`src/rtl/matrix_keyboard_emulator_pkg.sv`:
```
// Shared definitions for the matrix keyboard emulator: FSM states,
// key-code field positions and the idle column pattern.
package matrix_keyboard_pkg;

    typedef enum logic [2:0] {
        ST_IDLE,
        ST_PRESS_B,
        ST_HOLD,
        ST_REL_B,
        ST_GAP
    } kbd_state_e;

    localparam int unsigned KEY_W   = 4;
    localparam int unsigned ROW_MSB = 3;
    localparam int unsigned ROW_LSB = 2;
    localparam int unsigned COL_MSB = 1;
    localparam int unsigned COL_LSB = 0;

    localparam logic [3:0] COL_IDLE = 4'hF;

    function automatic int unsigned max3(input int unsigned a, input int unsigned b,
                                         input int unsigned c);
        int unsigned m;
        m = (a > b) ? a : b;
        return (m > c) ? m : c;
    endfunction

endpackage

```
`src/rtl/matrix_keyboard_emulator_if.sv`:
```
// Key-press request handshake and status between the injector and the keypad model.
interface matrix_keyboard_emulator_if;
    import matrix_keyboard_pkg::*;

    logic             req_valid;
    logic [KEY_W-1:0] req_code;
    logic             req_ready;
    logic             busy;
    logic             done;

    modport master (
        output req_valid, req_code,
        input  req_ready, busy, done
    );

    modport slave (
        input  req_valid, req_code,
        output req_ready, busy, done
    );

endinterface

```
`src/rtl/matrix_keyboard_emulator_phase_timer.sv`:
```
// Loadable down-counter; holds at zero until reloaded.
module kbd_phase_timer #(
    parameter int unsigned W = 8
) (
    input  logic         clk,
    input  logic         rst_n,
    input  logic         load,
    input  logic [W-1:0] value,
    output logic         zero
);

    logic [W-1:0] cnt;

    always_ff @(posedge clk or negedge rst_n) begin
        if (!rst_n) begin
            cnt <= '0;
        end else if (load) begin
            cnt <= value;
        end else if (cnt != '0) begin
            cnt <= cnt - 1'b1;
        end
    end

    assign zero = (cnt == '0);

endmodule

```
`src/rtl/matrix_keyboard_emulator.sv`:
```
// Keypad-side model of a 4x4 matrix keyboard: presses one key per request with
// contact bounce, hold and release gap, answering the scanner's row strobes on col.
module matrix_keyboard_emulator
    import matrix_keyboard_pkg::*;
#(
    parameter int unsigned PRESS_CYC   = 2_000_000,
    parameter int unsigned RELEASE_CYC = 2_000_000,
    parameter int unsigned BOUNCE_CYC  = 50_000,
    parameter int unsigned BOUNCE_N    = 4
) (
    input  logic                        clk_100M,
    input  logic                        rst_n,
    input  logic                        en,
    input  logic [3:0]                  row,
    output logic [3:0]                  col,
    matrix_keyboard_emulator_if.slave   bus
);

    localparam int unsigned MAX_CYC = max3(PRESS_CYC, RELEASE_CYC, BOUNCE_CYC);
    localparam int unsigned CW      = $clog2(MAX_CYC + 1);
    localparam int unsigned PW      = (BOUNCE_N > 0) ? $clog2(BOUNCE_N + 1) : 1;

    // Counter runs value..0, so every phase lasts exactly its configured clocks.
    localparam logic [CW-1:0] PRESS_LD  = CW'(PRESS_CYC - 1);
    localparam logic [CW-1:0] REL_LD    = CW'(RELEASE_CYC - 1);
    localparam logic [CW-1:0] BOUNCE_LD = CW'(BOUNCE_CYC - 1);
    localparam logic [PW-1:0] LAST_PH   = PW'((BOUNCE_N > 0) ? BOUNCE_N - 1 : 0);

    kbd_state_e       state, state_n;
    logic [PW-1:0]    phase, phase_n;
    logic [KEY_W-1:0] code_q;
    logic             load;
    logic [CW-1:0]    load_val;
    logic             zero;
    logic             contact;
    logic             accept;
    logic             gap_end;
    logic             ready_q, busy_q, done_q;
    logic [3:0]       col_n;

    kbd_phase_timer #(.W(CW)) u_timer (
        .clk   (clk_100M),
        .rst_n (rst_n),
        .load  (load),
        .value (load_val),
        .zero  (zero)
    );

    assign accept  = bus.req_valid && ready_q && en && (state == ST_IDLE);
    assign gap_end = en && (state == ST_GAP) && zero;

    always_comb begin
        state_n  = state;
        phase_n  = phase;
        load     = 1'b0;
        load_val = PRESS_LD;
        contact  = 1'b0;
        if (!en) begin
            state_n = ST_IDLE;
            phase_n = '0;
        end else begin
            unique case (state)
                ST_IDLE: begin
                    if (accept) begin
                        load    = 1'b1;
                        phase_n = '0;
                        if (BOUNCE_N == 0) begin
                            state_n  = ST_HOLD;
                            load_val = PRESS_LD;
                        end else begin
                            state_n  = ST_PRESS_B;
                            load_val = BOUNCE_LD;
                        end
                    end
                end
                ST_PRESS_B: begin
                    contact = ~phase[0];
                    if (zero) begin
                        load = 1'b1;
                        if (phase == LAST_PH) begin
                            state_n  = ST_HOLD;
                            phase_n  = '0;
                            load_val = PRESS_LD;
                        end else begin
                            phase_n  = phase + 1'b1;
                            load_val = BOUNCE_LD;
                        end
                    end
                end
                ST_HOLD: begin
                    contact = 1'b1;
                    if (zero) begin
                        load    = 1'b1;
                        phase_n = '0;
                        if (BOUNCE_N == 0) begin
                            state_n  = ST_GAP;
                            load_val = REL_LD;
                        end else begin
                            state_n  = ST_REL_B;
                            load_val = BOUNCE_LD;
                        end
                    end
                end
                ST_REL_B: begin
                    contact = phase[0];
                    if (zero) begin
                        load = 1'b1;
                        if (phase == LAST_PH) begin
                            state_n  = ST_GAP;
                            phase_n  = '0;
                            load_val = REL_LD;
                        end else begin
                            phase_n  = phase + 1'b1;
                            load_val = BOUNCE_LD;
                        end
                    end
                end
                ST_GAP: begin
                    if (zero) state_n = ST_IDLE;
                end
                default: state_n = ST_IDLE;
            endcase
        end
    end

    // Only the pressed key's row strobe matters; other low rows leave col idle.
    always_comb begin
        col_n = COL_IDLE;
        if (contact && !row[code_q[ROW_MSB:ROW_LSB]])
            col_n[code_q[COL_MSB:COL_LSB]] = 1'b0;
    end

    always_ff @(posedge clk_100M or negedge rst_n) begin
        if (!rst_n) begin
            state   <= ST_IDLE;
            phase   <= '0;
            code_q  <= '0;
            ready_q <= 1'b0;
            busy_q  <= 1'b0;
            done_q  <= 1'b0;
            col     <= COL_IDLE;
        end else begin
            state   <= state_n;
            phase   <= phase_n;
            if (accept) code_q <= bus.req_code;
            ready_q <= en && (state == ST_IDLE) && (state_n == ST_IDLE);
            busy_q  <= en && ((state_n != ST_IDLE) || gap_end);
            done_q  <= gap_end;
            col     <= col_n;
        end
    end

    assign bus.req_ready = ready_q && en;
    assign bus.busy      = busy_q;
    assign bus.done      = done_q;

endmodule

```
`src/flat_wrapper.sv`:
```
// flat-port wrapper written by rule: the top's interface ports become plain ports
module matrix_keyboard_emulator_flat import matrix_keyboard_pkg::*;
#(
    parameter int unsigned PRESS_CYC   = 2_000_000,
    parameter int unsigned RELEASE_CYC = 2_000_000,
    parameter int unsigned BOUNCE_CYC  = 50_000,
    parameter int unsigned BOUNCE_N    = 4
)
  (clk_100M, rst_n, en, row, col, bus_req_valid, bus_req_code, bus_req_ready, bus_busy, bus_done);
  matrix_keyboard_emulator_if bus_i ();
  input  logic clk_100M;
  input  logic rst_n;
  input  logic en;
  input  logic [3:0] row;
  output logic [3:0] col;
  input wire logic [$bits(bus_i.req_valid)-1:0] bus_req_valid;
  input wire logic [$bits(bus_i.req_code)-1:0] bus_req_code;
  output wire logic [$bits(bus_i.req_ready)-1:0] bus_req_ready;
  output wire logic [$bits(bus_i.busy)-1:0] bus_busy;
  output wire logic [$bits(bus_i.done)-1:0] bus_done;
  assign bus_i.req_valid = bus_req_valid;
  assign bus_i.req_code = bus_req_code;
  assign bus_req_ready = bus_i.req_ready;
  assign bus_busy = bus_i.busy;
  assign bus_done = bus_i.done;
  matrix_keyboard_emulator #(.PRESS_CYC(PRESS_CYC), .RELEASE_CYC(RELEASE_CYC), .BOUNCE_CYC(BOUNCE_CYC), .BOUNCE_N(BOUNCE_N)) u_core (.clk_100M(clk_100M), .rst_n(rst_n), .en(en), .row(row), .col(col), .bus(bus_i));
endmodule
```
`config.mk`:
```
export PLATFORM = sky130hd
export DESIGN_NAME = matrix_keyboard_emulator_flat
export DESIGN_NICKNAME = d
export VERILOG_FILES = /design/src/rtl/matrix_keyboard_emulator_pkg.sv /design/src/rtl/matrix_keyboard_emulator_if.sv /design/src/rtl/matrix_keyboard_emulator_phase_timer.sv /design/src/rtl/matrix_keyboard_emulator.sv /design/src/flat_wrapper.sv
export SDC_FILE = /design/constraint.sdc
export NUM_CORES = 1
export LEC_CHECK = 0
export ABC_CLOCK_PERIOD_IN_PS = 8100
export BUFFER_PORTS_ARGS = -buffer_cell sky130_fd_sc_hd__buf_4
export CAP_MARGIN = 30
export CORE_MARGIN = 2
export CORE_UTILIZATION = 44
export DETAILED_ROUTE_END_ITERATION = 16
export PLACE_DENSITY = 0.65
export SYNTH_ARGS = -nofsm -noshare
export SYNTH_HDL_FRONTEND = slang
export SYNTH_HIERARCHICAL = 1
export SYNTH_SLANG_ARGS = --single-unit
```
`constraint.sdc`:
```
create_clock -name clk_100M -period 8.1 [get_ports clk_100M]
set_input_delay 0.405 -clock clk_100M [delete_from_list [all_inputs] [get_ports clk_100M]]
set_output_delay 0.405 -clock clk_100M [all_outputs]
set_load 0.02 [all_outputs]
```
==> flow_summary.json <==
{
  "status": "finished clean",
  "path_class": "reg2reg",
  "antenna_left": 0,
  "arrival_ns": 3.16,
  "critPathRequiredTime_ns": 8.29,
  "slew_headroom": 0.396,
  "wl_met3_microns": 128,
  "crit_end": "u_core/u_timer/cnt[7]$_DFFE_PN0P_",
  "maxCapViolations": 0,
  "ios": 19,
  "cts.sinks": 38,
  "min-delay-path-class": "in2async",
  "path_common_cell": "inv_1",
  "areaGrowthSynthToFinish_pct": 14.1,
  "syn-cell-area_sq_um": 2210,
  "dieWidth_microns": 74.9,
  "cpMaxStageDelayCell": "or4b_1",
  "reg2reg_slack_ns": 5.13,
  "finalCriticalPeriod_ns": 2.97,
  "synth_edf_count": 0,
  "synth_seq_cells": 38,
  "grt_pass1_vias": 1548,
  "drtIter0Drc": 87,
  "routedLengthMet1_microns": 2110,
  "ys.flop_type": "dfrtp_1",
  "synth_area_per_cell_sq_um": 10.3,
  "io_buffers": 18,
  "drt_first_pass_iters": 4,
  "setup_viol": 0,
  "antenna_found_initial": 0,
  "numCtsBuffers": 5,
  "post-route-drc-count": 0,
  "power.leakage_nw": 1.04,
  "clk_path_buf_depth": 2,
  "hpwl_microns": 2920,
  "timing.fmax_mhz": 337,
  "path_cells": "inv_1 -> ha_1 -> or4b_1 -> nor4b_4 -> and2_1 -> o21ai_0 -> a21oi_2 -> buf_4 -> inv_1 -> mux2_2",
  "synth_async_sr_flop_share": 1.00,
  "htreeDepth": 2,
  "synthCells": 214,
  "power-per-cell-area_nw_per_um2": 256,
  "startpoint_type": "flip-flop",
  "hold_buffers": 0,
  "clock_skew_ns": 0.0105,
  "dr_total_vias": 1612,
  "clk_transition_reported_paths_ns": 0.08,
  "die_h_microns": 74.9,
  "tightest_slew_ns": 0.897,
  "grt_util_all_layers": 0.174,
  "grt_max_degree": 39,
  "routedWlPerCell_microns": 13.8,
  "yosysSeqAreaShare": 0.433,
  "hold_violations": 0,
  "clk_latency_ns": 0.30,
  "viasPerCell": 5.25,
  "reg2reg_depth": 10,
  "drive_gt1_frac": 0.204,
  "finalSetupTns_ns": 0,
  "fin_total_pwr_mw": 0.645,
  "ys_warn_count": 6,
  "top_layer": "met4",
  "grt_first_pass_wirelength_microns": 7450,
  "whs_ns": 0.0561,
  "path_max_fanout": 33,
  "nets": 254,
  "core_sq_um": 4790,
  "ir_drop_v": 0.000131,
  "final_max_slew_viol_count": 0,
  "cpPeakStageDelay_ns": 0.49,
  "post-place-ws_ns": 5.15,
  "post_cts_buffers": 0,
  "initial_core_util": 0.462,
  "post_cts_resized": 0,
  "cts_tree": "yes",
  "rr_startpoint": "u_core/u_timer/cnt[0]$_DFFE_PN0P_",
  "setup_ws_ns": 5.13,
  "yosysUniqueCellTypes": 49,
  "drt-total-wl_microns": 4250,
  "rsz0062_at_grt": "no",
  "fp.dieArea_sq_um": 5600,
  "end_kind": "flip-flop",
  "gp_congestion": 0.787,
  "row_count": 25,
  "num_antenna_cells": 0,
  "finalCritPeriodShare": 0.366,
  "crit_start": "u_core/u_timer/cnt[0]$_DFFE_PN0P_",
  "dr_wl_met2_microns": 1940,
  "root_buffer": "clkbuf_8",
  "r2r-end": "u_core/u_timer/cnt[7]$_DFFE_PN0P_",
  "grt-ovfl-total": 0
}
## layout by cell type, fill, tap and decap left out, types with 5 or more instances in the layout
cell / instances
nand2_1: 22
conb_1: 11
nor2_1: 8
xnor2_1: 13
o31ai_1: 8
xor2_1: 5
buf_4: 19
a22o_1: 6
dfrtp_1: 34
clkbuf_8: 5
nor3_1: 6
nand3_1: 8
a21oi_1: 8
o21ai_0: 6
## sequential cells by signal (all words and copies together), names as in the netlist
signal and flops:
u_core/bus.done 1, u_core/ready_q 1, u_core/u_timer/cnt 21, u_core/bus.busy 1, u_core/state 3, u_core/phase 3
u_core/code_q 4, u_core/col 4
## metrics by stage
stage	cells	cell area, sq um	utilization
3_3_place_gp	299	2410	0.503
3_5_place_dp	299	2410	0.503
2_1_floorplan	223	2240	-
4_1_cts	307	2520	0.527
6_report	307	2520	0.527
5_1_grt	307	2520	0.527
## layout make-up
cell class / instances / area (sq um)
clock buffers: 5 / 68.8
clock inverters: 3 / 45.0
fillers: 449 / 2260
inverters: 4 / 15.0
multi-input cells: 171 / 1210
flip-flops and latches: 38 / 956
well taps: 67 / 83.8
repair buffers: 19 / 143
## worst min-delay path by stage
stage | slack (ns) | cells after the start | startpoint | endpoint
after detailed placement | 0.41 | 1 | rst_n | u_core/state[2]$_DFF_PN0_
final | 0.06 | 1 | rst_n | u_core/phase[0]$_DFFE_PN0P_
after CTS | 0.08 | 1 | rst_n | u_core/state[2]$_DFF_PN0_
after global routing | 0.09 | 1 | rst_n | u_core/phase[0]$_DFFE_PN0P_
after global placement | 0.41 | 1 | rst_n | u_core/phase[0]$_DFFE_PN0P_
after floorplan | 0.11 | 0 | rst_n | u_core/bus.busy$_DFF_PN0_
## synthesized netlist by cell type (4+ instances only)
cell | n | area (sq um)
nand2b_1 | 4 | 25.0
o21a_1 | 4 | 30.0
dfrtp_1 | 34 | 851
o21ai_0 | 6 | 30.0
nor4_1 | 4 | 25.0
a21oi_1 | 9 | 45.0
nand2_1 | 22 | 82.6
nor2_1 | 8 | 30.0
nor3_1 | 6 | 30.0
a22o_1 | 6 | 52.6
dfstp_2 | 4 | 105
xor2_1 | 5 | 43.8
inv_1 | 4 | 15.0
mux2i_1 | 4 | 40.0
clkbuf_1 | 5 | 18.8
nand4b_1 | 4 | 35.0
nand3_1 | 8 | 40.0
xnor2_1 | 13 | 114
o31ai_1 | 8 | 60.1
mux2_4 | 4 | 60.1
mux2_2 | 4 | 45.0
nor3b_1 | 4 | 30.0
## report_power, final
| group | leakage [nW] | switching, mW | internal, mW |
|---|---|---|---|
| clock | 0.0504 | 0.0735 | 0.0916 |
| combinational | 0.525 | 0.0823 | 0.0955 |
| sequential | 0.464 | 0.0633 | 0.239 |
| total | 1.04 | 0.219 | 0.426 |
## critical path: cells and delay by family, from the launching register on
family	cells	cell delay, ns
AO/OA/AOI/OAI	2	0.32
adder cells (fa/ha/maj)	1	0.18
multiplexers	1	0.29
buffers and inverters	3	0.59
flip-flops	1	0.41
AND/OR/NAND/NOR	3	1.07
## logic make-up after synthesis
group | synth area share
flops | 0.433
buf+inv | 0.0368
xor+xnor | 0.0713
mux | 0.0657
other cells | 0.00340
fa+ha+maj | 0.0170
compound gates | 0.132
simple gates | 0.241
## routing by layer
metal  up-vias  global-route usage
li1        813                   -
met1       769               0.251
met2        24               0.262
met3         6              0.0402
met4         0              0.0536
met5         -                   0
Note: power is estimated with default switching activity, not from simulation.
